==> src/rtl/alu_pkg.sv <==
// rtl/alu_pkg.sv - shared constants and enums for the ALU issue controller
package alu_pkg;

  localparam logic [5:0] OP_RTYPE = 6'h00;
  localparam logic [5:0] OP_BEQ   = 6'h04;
  localparam logic [5:0] OP_BNE   = 6'h05;
  localparam logic [5:0] OP_ADDI  = 6'h08;
  localparam logic [5:0] OP_SLTI  = 6'h0A;
  localparam logic [5:0] OP_ANDI  = 6'h0C;
  localparam logic [5:0] OP_ORI   = 6'h0D;
  localparam logic [5:0] OP_LW    = 6'h23;
  localparam logic [5:0] OP_SW    = 6'h2B;

  localparam logic [5:0] FN_ADD = 6'h20;
  localparam logic [5:0] FN_SUB = 6'h22;
  localparam logic [5:0] FN_AND = 6'h24;
  localparam logic [5:0] FN_OR  = 6'h25;
  localparam logic [5:0] FN_NOR = 6'h27;
  localparam logic [5:0] FN_SLT = 6'h2A;

  localparam logic [3:0] SEL_AND = 4'b0000;
  localparam logic [3:0] SEL_OR  = 4'b0001;
  localparam logic [3:0] SEL_ADD = 4'b0010;
  localparam logic [3:0] SEL_SUB = 4'b0110;
  localparam logic [3:0] SEL_SLT = 4'b0111;
  localparam logic [3:0] SEL_NOR = 4'b1100;

  typedef enum logic [1:0] {ST_IDLE, ST_EXEC, ST_DONE} state_e;

  typedef enum logic [1:0] {BR_NONE, BR_BEQ, BR_BNE} br_kind_e;

endpackage

==> src/rtl/alu_decode.sv <==
// rtl/alu_decode.sv - combinational decode of an instruction slot into ALU operands and select
module alu_decode
  import alu_pkg::*;
(
  input  logic [5:0]  opcode_i,
  input  logic [5:0]  funct_i,
  input  logic [31:0] rs_val_i,
  input  logic [31:0] rt_val_i,
  input  logic [15:0] imm_i,
  output logic [31:0] op1_o,
  output logic [31:0] op2_o,
  output logic [3:0]  sel_o,
  output br_kind_e    br_kind_o,
  output logic        illegal_o
);

  logic [31:0] imm_sext;
  logic [31:0] imm_zext;

  assign imm_sext = {{16{imm_i[15]}}, imm_i};
  assign imm_zext = {16'h0000, imm_i};

  always_comb begin
    op1_o     = rs_val_i;
    op2_o     = rt_val_i;
    sel_o     = SEL_AND;
    br_kind_o = BR_NONE;
    illegal_o = 1'b0;
    case (opcode_i)
      OP_RTYPE: begin
        case (funct_i)
          FN_AND:  sel_o = SEL_AND;
          FN_OR:   sel_o = SEL_OR;
          FN_ADD:  sel_o = SEL_ADD;
          FN_SUB:  sel_o = SEL_SUB;
          FN_SLT:  sel_o = SEL_SLT;
          FN_NOR:  sel_o = SEL_NOR;
          default: illegal_o = 1'b1;
        endcase
      end
      OP_ADDI, OP_LW, OP_SW: begin
        sel_o = SEL_ADD;
        op2_o = imm_sext;
      end
      OP_ANDI: begin
        sel_o = SEL_AND;
        op2_o = imm_zext;
      end
      OP_ORI: begin
        sel_o = SEL_OR;
        op2_o = imm_zext;
      end
      OP_SLTI: begin
        sel_o = SEL_SLT;
        op2_o = imm_sext;
      end
      OP_BEQ: begin
        sel_o     = SEL_SUB;
        br_kind_o = BR_BEQ;
      end
      OP_BNE: begin
        sel_o     = SEL_SUB;
        br_kind_o = BR_BNE;
      end
      default: illegal_o = 1'b1;
    endcase
  end

endmodule

==> src/rtl/alu_issue_ctrl.sv <==
// rtl/alu_issue_ctrl.sv - execute-stage issue FSM driving the ALU and returning result and flags
module alu_issue_ctrl
  import alu_pkg::*;
(
  input  logic        clk,
  input  logic        reset,
  input  logic        in_valid,
  output logic        in_ready,
  input  logic [5:0]  opcode,
  input  logic [5:0]  funct,
  input  logic [31:0] rs_val,
  input  logic [31:0] rt_val,
  input  logic [15:0] imm,
  output logic [31:0] alu_op1,
  output logic [31:0] alu_op2,
  output logic [3:0]  alu_sel,
  input  logic [31:0] alu_c,
  output logic        out_valid,
  input  logic        out_ready,
  output logic [31:0] result,
  output logic        zero,
  output logic        branch_taken,
  output logic        illegal
);

  state_e      state_q, state_d;
  logic [31:0] op1_q, op1_d, op2_q, op2_d, result_q, result_d;
  logic [3:0]  sel_q, sel_d;
  br_kind_e    br_q, br_d;
  logic        zero_q, zero_d, bt_q, bt_d, illegal_q, illegal_d;

  logic [31:0] dec_op1, dec_op2;
  logic [3:0]  dec_sel;
  br_kind_e    dec_br;
  logic        dec_illegal;
  logic        alu_zero;

  alu_decode u_decode (
    .opcode_i  (opcode),
    .funct_i   (funct),
    .rs_val_i  (rs_val),
    .rt_val_i  (rt_val),
    .imm_i     (imm),
    .op1_o     (dec_op1),
    .op2_o     (dec_op2),
    .sel_o     (dec_sel),
    .br_kind_o (dec_br),
    .illegal_o (dec_illegal)
  );

  assign alu_zero = (alu_c == 32'd0);

  always_comb begin
    state_d   = state_q;
    op1_d     = op1_q;
    op2_d     = op2_q;
    sel_d     = sel_q;
    br_d      = br_q;
    result_d  = result_q;
    zero_d    = zero_q;
    bt_d      = bt_q;
    illegal_d = illegal_q;
    case (state_q)
      ST_IDLE: begin
        if (in_valid) begin
          // Illegal slots skip the ALU entirely so its operands stay as they were.
          if (dec_illegal) begin
            illegal_d = 1'b1;
            result_d  = 32'd0;
            zero_d    = 1'b0;
            bt_d      = 1'b0;
            state_d   = ST_DONE;
          end else begin
            op1_d   = dec_op1;
            op2_d   = dec_op2;
            sel_d   = dec_sel;
            br_d    = dec_br;
            state_d = ST_EXEC;
          end
        end
      end
      ST_EXEC: begin
        result_d  = alu_c;
        zero_d    = alu_zero;
        bt_d      = ((br_q == BR_BEQ) && alu_zero) || ((br_q == BR_BNE) && !alu_zero);
        illegal_d = 1'b0;
        state_d   = ST_DONE;
      end
      ST_DONE: begin
        if (out_ready) state_d = ST_IDLE;
      end
      default: state_d = ST_IDLE;
    endcase
  end

  always_ff @(posedge clk) begin
    if (reset) begin
      state_q   <= ST_IDLE;
      op1_q     <= 32'd0;
      op2_q     <= 32'd0;
      sel_q     <= SEL_AND;
      br_q      <= BR_NONE;
      result_q  <= 32'd0;
      zero_q    <= 1'b0;
      bt_q      <= 1'b0;
      illegal_q <= 1'b0;
    end else begin
      state_q   <= state_d;
      op1_q     <= op1_d;
      op2_q     <= op2_d;
      sel_q     <= sel_d;
      br_q      <= br_d;
      result_q  <= result_d;
      zero_q    <= zero_d;
      bt_q      <= bt_d;
      illegal_q <= illegal_d;
    end
  end

  assign in_ready     = (state_q == ST_IDLE) && !reset;
  assign out_valid    = (state_q == ST_DONE);
  assign alu_op1      = op1_q;
  assign alu_op2      = op2_q;
  assign alu_sel      = sel_q;
  assign result       = result_q;
  assign zero         = zero_q;
  assign branch_taken = bt_q;
  assign illegal      = illegal_q;

endmodule

==> config.mk <==
export PLATFORM = sky130hd
export DESIGN_NAME = alu_issue_ctrl
export DESIGN_NICKNAME = d
export VERILOG_FILES = /design/src/rtl/alu_pkg.sv /design/src/rtl/alu_decode.sv /design/src/rtl/alu_issue_ctrl.sv
export SDC_FILE = /design/constraint.sdc
export NUM_CORES = 1
export LEC_CHECK = 0
export BUFFER_PORTS_ARGS = -buffer_cell sky130_fd_sc_hd__buf_2
export CAP_MARGIN = 25
export CORE_MARGIN = 1.5
export CORE_UTILIZATION = 40
export DETAILED_ROUTE_END_ITERATION = 12
export PLACE_DENSITY = 0.78
export SLEW_MARGIN = 20
export SYNTH_ARGS = -nofsm -noshare
export SYNTH_HDL_FRONTEND = slang
export SYNTH_HIERARCHICAL = 1
export SYNTH_SLANG_ARGS = --single-unit
export TNS_END_PERCENT = 20
==> constraint.sdc <==
create_clock -name clk -period 2.75 [get_ports clk]
set_input_delay 0.6875 -clock clk [delete_from_list [all_inputs] [get_ports clk]]
set_output_delay 0.6875 -clock clk [all_outputs]
set_load 0.01 [all_outputs]
==> results.md <==
* Status: finished, final reports clean
* # IOs at between 200 and 250
* Count of final hold-check violations at 0
* Switching share of power at 24.8%
* Detailed placement HPWL at 8520 um
* Min Clock Period, post-route at 2.36 ns
* Mapped Cells at 582
* Clock transition at path regs at 0.07 ns
* P_sw at slightly below 0.8 mW
* NumNets Final at 893
* Root buffer cell: clkbuf_16
* Number of flops mapped to enable cells by yosys at 0
* Crit path required time at between 2 and 3 ns
* Slowest stage delay, CP at approximately 0.49 ns
* Post-CTS setup buffers at 0
* Area after DPL at between 0.005 and 0.006 mm^2
* Core box area at around 0.012 mm^2
* Crit path launch type: input port
* Synth area leaders: dfxtp_1 44%, nand2_1 11%, a21oi_1 7.4%
* Fin crit share at 85.7%
* Via count at approximately 4.4k
* Clock Skews at roughly 0.0076 ns
* Placer Congestion at 0.800
* Die outline height at 113 um
* Synthesized area at 0.00484 mm^2
* Setup TNS at 0 ns
* Overall track demand over capacity in global routing at 18.1%
* Share of flip-flops with an asynchronous set or reset at 0%
* CTS tree: yes
* Crit path max fanout at 39
* Yosys reg bits at 107
* Max Cap Viol at 0
* Num CTS Buffers at 9
* Worst-Skew Late Latency at 0.34 ns
* Largest net degree at the start of global routing at between 70 and 80
* Vias in the first global route at about 4k
* Vias per std cell at 4.85
* Synth area leader: dfxtp_1
* 1st-iter DRT viols at 296
* WL met2 at 5580 um
* CTS hold repair buffers at 0
* Met1 WL at around 5000 um
* Met3 routed WL at between 1000 and 1500 um
* ANT nets after route at 0
* Top sig layer: met4
* FMAX at 0.424 GHz
* Distinct cell type count after synthesis at 44
* Total grt overflow at 0
* CTS resizes at 0
* Static Leak at 2.77 nW
* First-pass GRT wire length at ~19000 um
* Slew Limit Fails at 0
* Worst hold path class: reg2reg
* Diode count at 0
* VDD IR max at 0.218 mV
* # H-tree levels at 3
* Register share of total power at 50.6%
* Register area share after synthesis at 44.2%
* RSZ-0062 raised after global routing: no
* Final Setup Violations at 0
* Post-Syn Nets at about 700
* Die X at 113 um
* Post-synth top area share at 44.2%
* Synth top cells by count: 142 x nand2_1, 107 x dfxtp_1, 72 x a21oi_1
* Worst Setup Path Type: in2reg
* CP max stage cell: or3_2
* Starting density of the core at 40.7%
* Cell with the most instances after synthesis: nand2_1
* Crit-path cells: buf_2 -> nor4b_2 -> nor2_1 -> a221o_1 -> nand2b_4 -> or3_2 -> buf_12 -> nand2_1 -> a21oi_1
* CTS Sinks at about 110
* Routed wire length at 11800 um
* Clock Tree Buf Depth at 2
* Synthesis Warnings at 6
* Cell Int Power at approximately 2.4 mW
* CP arrival at roughly 2.6 ns
* Max_slew headroom at 72.5%
* Proportion of layout cells with a drive suffix above 1 at around 37%
* Ys flop type: dfxtp_1
* # rows at 40
* Crit path capture type: flip-flop
* Combinational share of power at 11.7%
* Pwr dens at slightly above 500 mW/mm^2
* Clock power share at between 30 and 40%
* Design area at 0.00609 mm^2
* Number of antenna violations at the first check in global routing at 0
* Drt first pass iters at 4
* Mean post-synth cell area at 8.32 um^2
* DR DRC count at 0
* Wire per inst at 12.9 um
* Die area at 0.0128 mm^2
* Area delta synth->final at 25.7%
* Port bufs at 232
* Worst Tran Pin Value at 0.412 ns
[power groups by stage]
stage	Combinational, mW	Sequential, mW	Clock [mW]
after floorplan	0.231	1.64	0
after global placement	0.372	1.63	0
after CTS	0.374	1.60	1.23
after detailed placement	0.373	1.63	0
after global routing	0.412	1.60	1.29
final	0.370	1.60	1.19
[stage by stage]
stage                     total power [mW]  cells  hold slack [ns]  setup WS [ns]  util [%]
final                                 3.16    917            0.449          0.392      51.1
after CTS                             3.20    917            0.453          0.419      51.1
after floorplan                       1.87    582            0.440          0.114         -
after global placement                2.00    901            0.438         0.0976      48.8
after global routing                  3.30    917            0.467          0.277      51.1
after detailed placement              2.01    901            0.443         0.0645      48.8
[state kept, by name, indices dropped and copies added (netlist names)]
name and count:
alu_op1 32, alu_op2 32, result 32, alu_sel 4
br_q 2, state_q 2, branch_taken 1, illegal 1
zero 1
[area by class of cell]
cell class,count,area [um^2]
Fill cell,1153,5830
Multi-Input combinational cell,379,2050
Sequential cell,107,2140
Clock inverter,5,38.8
Clock buffer,11,233
Timing Repair Buffer,248,1360
Tap cell,147,184
Inverter,20,75.1
[per-layer routing]
| layer | global-route usage, % | vias to the layer above |
|---|---|---|
| met5 | 0 | - |
| met4 | 4.67 | 0 |
| met3 | 6.43 | 7 |
| met2 | 30.1 | 168 |
| met1 | 22.3 | 1982 |
| li1 | - | 2292 |
[final timing paths]
| check | from | to | slack [ns] | cells past startpoint |
|---|---|---|---|---|
| worst max-delay path | opcode[2] | alu_op2[26]$_SDFFE_PP0P_ | 0.39 | 9 |
| worst min-delay path | alu_op2[15]$_SDFFE_PP0P_ | alu_op2[15]$_SDFFE_PP0P_ | 0.45 | 2 |
| worst max register to register | state_q[0]$_SDFFE_PP0P_ | result[3]$_SDFFE_PP0P_ | 1.19 | 4 |
| worst min register to register | alu_op2[15]$_SDFFE_PP0P_ | alu_op2[15]$_SDFFE_PP0P_ | 0.45 | 2 |
[cell families (layout without fill, tap and decap cells)]
family                 Yosys count  in the layout  synth area share (%)
AND/OR/NAND/NOR                225            225                  20.8
buffers and inverters           96            284                  13.4
AO/OA/AOI/OAI                  137            137                  16.6
multiplexers                    17             17                  5.01
flip-flops                     107            107                  44.2
[cell usage in the layout, fill, tap and decap left out, drive strengths merged, types with 4 or more instances in the layout]
master,instances
nand2,142
clkinvlp,4
inv,21
a22oi,33
buf,248
a21oi,72
clkbuf,11
nor3,5
nor4,11
dfxtp,107
nor2,40
o21ai,22
mux2,16
[worst max-delay path, delay by kind of cell]
| kind | cells | cell delay (ns) |
|---|---|---|
| simple gates | 5 | 1.12 |
| compound gates | 2 | 0.41 |
| buf+inv | 2 | 0.34 |
(Power assumes the default switching activity.)
